`config.mk`:
```
export PLATFORM = sky130hd
export DESIGN_NAME = matrix_loader
export DESIGN_NICKNAME = d
export VERILOG_FILES = /design/src/rtl/matrix_loader.sv
export SDC_FILE = /design/constraint.sdc
export NUM_CORES = 1
export LEC_CHECK = 0
export CAP_MARGIN = 10
export CORE_ASPECT_RATIO = 1.25
export CORE_MARGIN = 2
export CORE_UTILIZATION = 38
export CTS_BUF_LIST = sky130_fd_sc_hd__clkbuf_4 sky130_fd_sc_hd__clkbuf_8
export DETAILED_ROUTE_END_ITERATION = 6
export PLACE_DENSITY_LB_ADDON = 0.05
export REMOVE_ABC_BUFFERS = 1
export SYNTH_ARGS = -nofsm -noshare
export SYNTH_HDL_FRONTEND = slang
export SYNTH_SLANG_ARGS = --single-unit
```
`constraint.sdc`:
```
create_clock -name clock -period 2.55 [get_ports clock]
set_clock_uncertainty 0.2 [all_clocks]
set_input_delay 0.255 -clock clock [delete_from_list [all_inputs] [get_ports clock]]
set_output_delay 0.255 -clock clock [all_outputs]
set_load 0.02 [all_outputs]
```
`src/rtl/matrix_loader.sv`:
```
// matrix_loader: writer side of the matrix-multiply memories.
// Accepts a byte stream over valid/ready and writes A_DEPTH bytes into the
// A RAM, then B_DEPTH bytes into the B RAM, then raises done.
//
// Ports:
//   clock, reset_l      system clock (rising edge), async active-low reset
//   start, abort        begin a load (IDLE/DONE only) / cancel a load
//   in_data, in_valid   stream byte and its valid
//   in_ready            registered; high exactly while loading A or B
//   a_wr_*, b_wr_*      registered RAM write ports, one-cycle strobe
//   busy, done          loading / both matrices resident
//   checksum            16-bit wrap-around sum of accepted bytes
//   loadTicks           saturating count of cycles spent loading
module matrix_loader #(
    parameter int unsigned A_DEPTH = 4096,
    parameter int unsigned A_AW    = 12,
    parameter int unsigned B_DEPTH = 64,
    parameter int unsigned B_AW    = 6,
    parameter int unsigned DW      = 8
) (
    input  logic            clock,
    input  logic            reset_l,
    input  logic            start,
    input  logic            abort,
    input  logic [DW-1:0]   in_data,
    input  logic            in_valid,
    output logic            in_ready,
    output logic            a_wr_en,
    output logic [A_AW-1:0] a_wr_addr,
    output logic [DW-1:0]   a_wr_data,
    output logic            b_wr_en,
    output logic [B_AW-1:0] b_wr_addr,
    output logic [DW-1:0]   b_wr_data,
    output logic            busy,
    output logic            done,
    output logic [15:0]     checksum,
    output logic [15:0]     loadTicks
);

    localparam logic [A_AW-1:0] ALast = A_AW'(A_DEPTH - 1);
    localparam logic [B_AW-1:0] BLast = B_AW'(B_DEPTH - 1);

    typedef enum logic [1:0] {StIdle, StLoadA, StLoadB, StDone} state_e;

    state_e          state_q, state_d;
    logic [A_AW-1:0] a_cnt_q, a_cnt_d;
    logic [B_AW-1:0] b_cnt_q, b_cnt_d;
    logic            in_ready_q, in_ready_d;
    logic            a_wr_en_q, a_wr_en_d;
    logic [A_AW-1:0] a_wr_addr_q, a_wr_addr_d;
    logic [DW-1:0]   a_wr_data_q, a_wr_data_d;
    logic            b_wr_en_q, b_wr_en_d;
    logic [B_AW-1:0] b_wr_addr_q, b_wr_addr_d;
    logic [DW-1:0]   b_wr_data_q, b_wr_data_d;
    logic [15:0]     checksum_q, checksum_d;
    logic [15:0]     ticks_q, ticks_d;
    logic            xfer;
    logic            loading;

    always_comb begin
        state_d     = state_q;
        a_cnt_d     = a_cnt_q;
        b_cnt_d     = b_cnt_q;
        a_wr_en_d   = 1'b0;
        a_wr_addr_d = a_wr_addr_q;
        a_wr_data_d = a_wr_data_q;
        b_wr_en_d   = 1'b0;
        b_wr_addr_d = b_wr_addr_q;
        b_wr_data_d = b_wr_data_q;
        checksum_d  = checksum_q;
        ticks_d     = ticks_q;

        loading = (state_q == StLoadA) || (state_q == StLoadB);
        // abort takes priority: no byte is accepted on the abort edge
        xfer    = in_valid && in_ready_q && !abort;

        if (loading && (ticks_q != 16'hFFFF)) begin
            ticks_d = ticks_q + 16'd1;
        end

        unique case (state_q)
            StIdle, StDone: begin
                if (start && !abort) begin
                    state_d    = StLoadA;
                    a_cnt_d    = '0;
                    b_cnt_d    = '0;
                    checksum_d = '0;
                    ticks_d    = '0;
                end
            end
            StLoadA: begin
                if (abort) begin
                    state_d = StIdle;
                end else if (xfer) begin
                    a_wr_en_d   = 1'b1;
                    a_wr_addr_d = a_cnt_q;
                    a_wr_data_d = in_data;
                    a_cnt_d     = a_cnt_q + 1'b1;
                    checksum_d  = checksum_q + 16'(in_data);
                    if (a_cnt_q == ALast) begin
                        state_d = StLoadB;
                    end
                end
            end
            StLoadB: begin
                if (abort) begin
                    state_d = StIdle;
                end else if (xfer) begin
                    b_wr_en_d   = 1'b1;
                    b_wr_addr_d = b_cnt_q;
                    b_wr_data_d = in_data;
                    b_cnt_d     = b_cnt_q + 1'b1;
                    checksum_d  = checksum_q + 16'(in_data);
                    if (b_cnt_q == BLast) begin
                        state_d = StDone;
                    end
                end
            end
            default: state_d = StIdle;
        endcase

        in_ready_d = (state_d == StLoadA) || (state_d == StLoadB);
    end

    always_ff @(posedge clock or negedge reset_l) begin
        if (!reset_l) begin
            state_q     <= StIdle;
            a_cnt_q     <= '0;
            b_cnt_q     <= '0;
            in_ready_q  <= 1'b0;
            a_wr_en_q   <= 1'b0;
            a_wr_addr_q <= '0;
            a_wr_data_q <= '0;
            b_wr_en_q   <= 1'b0;
            b_wr_addr_q <= '0;
            b_wr_data_q <= '0;
            checksum_q  <= '0;
            ticks_q     <= '0;
        end else begin
            state_q     <= state_d;
            a_cnt_q     <= a_cnt_d;
            b_cnt_q     <= b_cnt_d;
            in_ready_q  <= in_ready_d;
            a_wr_en_q   <= a_wr_en_d;
            a_wr_addr_q <= a_wr_addr_d;
            a_wr_data_q <= a_wr_data_d;
            b_wr_en_q   <= b_wr_en_d;
            b_wr_addr_q <= b_wr_addr_d;
            b_wr_data_q <= b_wr_data_d;
            checksum_q  <= checksum_d;
            ticks_q     <= ticks_d;
        end
    end

    assign in_ready  = in_ready_q;
    assign a_wr_en   = a_wr_en_q;
    assign a_wr_addr = a_wr_addr_q;
    assign a_wr_data = a_wr_data_q;
    assign b_wr_en   = b_wr_en_q;
    assign b_wr_addr = b_wr_addr_q;
    assign b_wr_data = b_wr_data_q;
    assign busy      = (state_q == StLoadA) || (state_q == StLoadB);
    assign done      = (state_q == StDone);
    assign checksum  = checksum_q;
    assign loadTicks = ticks_q;

endmodule

```
==> results of run 1 <==
worst reg2reg max path, cell delays in order, from the launching register on:
cell,delay [ns]
dfrtp_1,0.40
inv_1,0.06
ha_1,0.49
inv_1,0.19
nor2_1,0.37
nor2_1,0.25
a32o_1,0.26
worst paths after layout:
kind	from	end	slack [ns]
max in group asynchronous	reset_l	in_ready$_DFF_PN0_	1.29
hold / removal	reset_l	b_wr_data[6]$_DFFE_PN0P_	0.20
setup / recovery	state_q[0]$_DFF_PN0_	checksum[7]$_DFFE_PN0P_	0.22
hold reg to reg	a_wr_addr[5]$_DFFE_PN0P_	a_wr_addr[5]$_DFFE_PN0P_	0.27
min in group clock	a_wr_addr[5]$_DFFE_PN0P_	a_wr_addr[5]$_DFFE_PN0P_	0.27
setup reg to reg	state_q[0]$_DFF_PN0_	checksum[7]$_DFFE_PN0P_	0.22
logic make-up (layout without fill, tap and decap cells):
family                     count (synthesis)  after routing  share of synthesized area [%]
and+or+nand+nor                          197            197                           21.6
DFF                                       89             89                           50.5
AOI/OAI and AO/OA                         63             63                           10.5
xor gates and xnor gates                  33             33                           6.56
buffers and inverters                     26            135                           2.36
muxes                                     16             16                           4.06
adders and majority gates                 15             15                           4.43
synth_stat cells (2+ instances only):
cell type  number
nor3_1          5
xnor2_1         4
a211oi_1        4
a22o_1          2
o2111ai_1       6
and2_1          2
o21ai_0        18
and3_1          6
o211ai_1        9
nand3_1        17
clkbuf_1        9
nand3b_1        5
mux2_2         12
xor2_1         29
nor4_1          2
nor2_1         41
inv_1          14
ha_1           14
a21oi_1         6
buf_2           2
a211oi_2        2
nand2b_1        8
dfrtp_1        89
o31ai_1         4
nor3_2          3
nand4_1        10
mux2_1          3
and4_1          3
nand2_1        86
where the power goes:
| part | internal [W] | leakage (nW) | switching, W |
|---|---|---|---|
| Combinational | 0.000487 | 1.33 | 0.000668 |
| Clock | 0.000465 | 0.0998 | 0.000478 |
| Sequential | 0.00155 | 1.23 | 0.000134 |
| Total | 0.00250 | 2.65 | 0.00128 |
cell type report:
cell class / instances / area share, %
Clock buffer: 11 / 2.42
Clock inverter: 4 / 0.786
Inverter: 14 / 0.916
Multi-Input combinational cell: 324 / 36.3
Sequential cell: 89 / 38.8
Tap cell: 138 / 3.01
Timing Repair Buffer: 106 / 17.7
sequential cells by signal, summed over array words and instances, names as in the netlist:
signal and flops:
loadTicks 16, in_ready 1, b_wr_addr 6, a_wr_addr 12, checksum 16, b_wr_data 8, a_cnt_q 12, a_wr_en 1
b_cnt_q 6, state_q 2, b_wr_en 1, a_wr_data 8
per-layer routing:
layer / global-route usage, % / share of wire [%]
met4: 7.17 / 2.0
met1: 21.5 / 46
met5: 0 / 0
met2: 26.9 / 48
met3: 3.14 / 4.0
metrics by stage:
| step | worst slack, ns | total power, W | TNS (ns) |
|---|---|---|---|
| global route | 0.00443 | 0.00402 | 0 |
| finish | 0.221 | 0.00378 | 0 |
| detailed placement | -0.0568 | 0.00289 | -0.233 |
| floorplan | -0.0568 | 0.00235 | -0.0695 |
| CTS | 0.0851 | 0.00385 | 0 |
| global placement | -0.0364 | 0.00286 | -0.131 |
what timing repair did:
action / CTS / global route
endpoints found under the setup margin: 1 / 4
gates cloned: 0 / 0
resized for setup: 1 / 2
hold buffers: 1 / 0
hold endpoints to repair: 36 / 0
==> flow_metrics.env, run 1 <==
export IMPL_final_util_pct=50.1
export IMPL_cts_sinks=89
export IMPL_cts_root_buf="clkbuf_8"
export IMPL_cp_slowest_cell="ha_1"
export IMPL_rows=44
export IMPL_vdd_drop_max_mv=0.391
export IMPL_yosysWarnings=0
export IMPL_drv_slew=0
export IMPL_grt_usage_pct=16.6
export IMPL_max_stage_delay_ns=0.49
export IMPL_pin_count=84
export IMPL_num_vias=3527
export IMPL_cap_violations=0
export IMPL_grt_pass1_vias=3427
export IMPL_p_leak_nw=2.65
export IMPL_die_y_um=124
export IMPL_viasPerCell=5.14
export IMPL_arrival_ns=2.38
export IMPL_worst_path_stages=6
export IMPL_fin_nets=572
export IMPL_timing_final_crit_share_pct=91.3
export IMPL_final_cell_area_um2=5730
export IMPL_core_area_um2=11500
export IMPL_numCtsBuffers=9
export IMPL_p_per_area_nw_per_um2=660
export IMPL_clk_latency_ns=0.36
export IMPL_mostFrequentLayoutCells="89 x dfrtp_1, 86 x nand2_1, 81 x clkdlybuf4s50_1"
export IMPL_drt_iter0_drc=70
export IMPL_hold_violations=0
export IMPL_grt_max_degree=54
export IMPL_setup_worst_path_class="reg2reg"
export IMPL_rr_worst_depth=6
export IMPL_fill_cells=1067
export IMPL_postCtsSetupBuffers=0
export IMPL_seq_area_um2=2230
export IMPL_dp_cells=670
export IMPL_synth_distinct_cells=53
export IMPL_grt_pass1_wl_mm=16.7
export IMPL_synth_edff_count=0
export IMPL_stdcell_count=686
export IMPL_n_antenna_cell=0
export IMPL_synth_seq_cells=89
export IMPL_fmax_ghz=0.429
export IMPL_start_util_pct=38.5
export IMPL_cts_tree="done"
export IMPL_relSlewSlack_pct=60.5
export IMPL_yosysSeqAreaShare_pct=50.5
export IMPL_syn_instance_count=439
export IMPL_multiInputGateArea_um2=2080
export IMPL_avgSynthCellArea_um2=10.0
export IMPL_setup_viol=0
export IMPL_worst_path_buf_inv=2
export IMPL_drtPass1Iterations=4
export IMPL_clk_pin_slew_worst_paths_ns=0.08
export IMPL_min_path_type="in2async"
export IMPL_dp_hpwl_mm=7.34
export IMPL_place_area_um2=5530
export IMPL_cp_start_kind="flop"
export IMPL_tightest_slew_ns=0.592
export IMPL_avgRoutedWirePerCell_um=14.6
export IMPL_synth_largest_area_cell="dfrtp_1"
export IMPL_syn_to_final_growth_pct=30.1
export IMPL_wirelength_mm=10.0
export IMPL_io_buffers=83
export IMPL_clock_path_buffers=2
export IMPL_drive_above_1_share_pct=11.7
export IMPL_crit_required_ns=2.60
export IMPL_holdWs_ns=0.198
export IMPL_async_flop_share_pct=100
export IMPL_path_delay_family="simple AND/OR/NAND/NOR gates"
export IMPL_end_kind="flop"
export IMPL_antenna_left=0
export IMPL_htree_levels=3
export IMPL_synth_top_area_share_pct=50.5
export IMPL_layout_min_cycle_time_ns=2.33
export IMPL_rsz0062_at_grt="no"
export IMPL_synthTopCellsByArea="dfrtp_1 51%, nand2_1 7.3%, xor2_1 5.8%"
export IMPL_syn_area_um2=4410
export IMPL_final_common_cell="dfrtp_1"
export IMPL_synth_flop_cell="dfrtp_1"
export IMPL_grt_overflow=0
export IMPL_fp_dieW_um=100
export IMPL_dieArea_um2=12500
export IMPL_crit_fanout=12
export IMPL_drc_errors=0
export IMPL_path_cells="inv_1 -> ha_1 -> inv_1 -> nor2_1 -> nor2_1 -> a32o_1"
export IMPL_finalWeightedCongestion=0.812
export IMPL_run_status="finished, final reports clean"
export IMPL_antenna_found_initial=0
No activity file was read; power rests on OpenSTA's default activity.
==> inputs of run 2 (changes only) <==
--- a/config.mk
+++ b/config.mk
@@ -10,9 +10,11 @@
 export CORE_MARGIN = 2
 export CORE_UTILIZATION = 38
 export CTS_BUF_LIST = sky130_fd_sc_hd__clkbuf_4 sky130_fd_sc_hd__clkbuf_8
+export CTS_CLUSTER_SIZE = 10
 export DETAILED_ROUTE_END_ITERATION = 6
 export PLACE_DENSITY_LB_ADDON = 0.05
 export REMOVE_ABC_BUFFERS = 1
+export SLEW_MARGIN = 20
 export SYNTH_ARGS = -nofsm -noshare
 export SYNTH_HDL_FRONTEND = slang
 export SYNTH_SLANG_ARGS = --single-unit
==> results of run 2 <==
Final layout, timing and power as in run 1 (identical DEF).
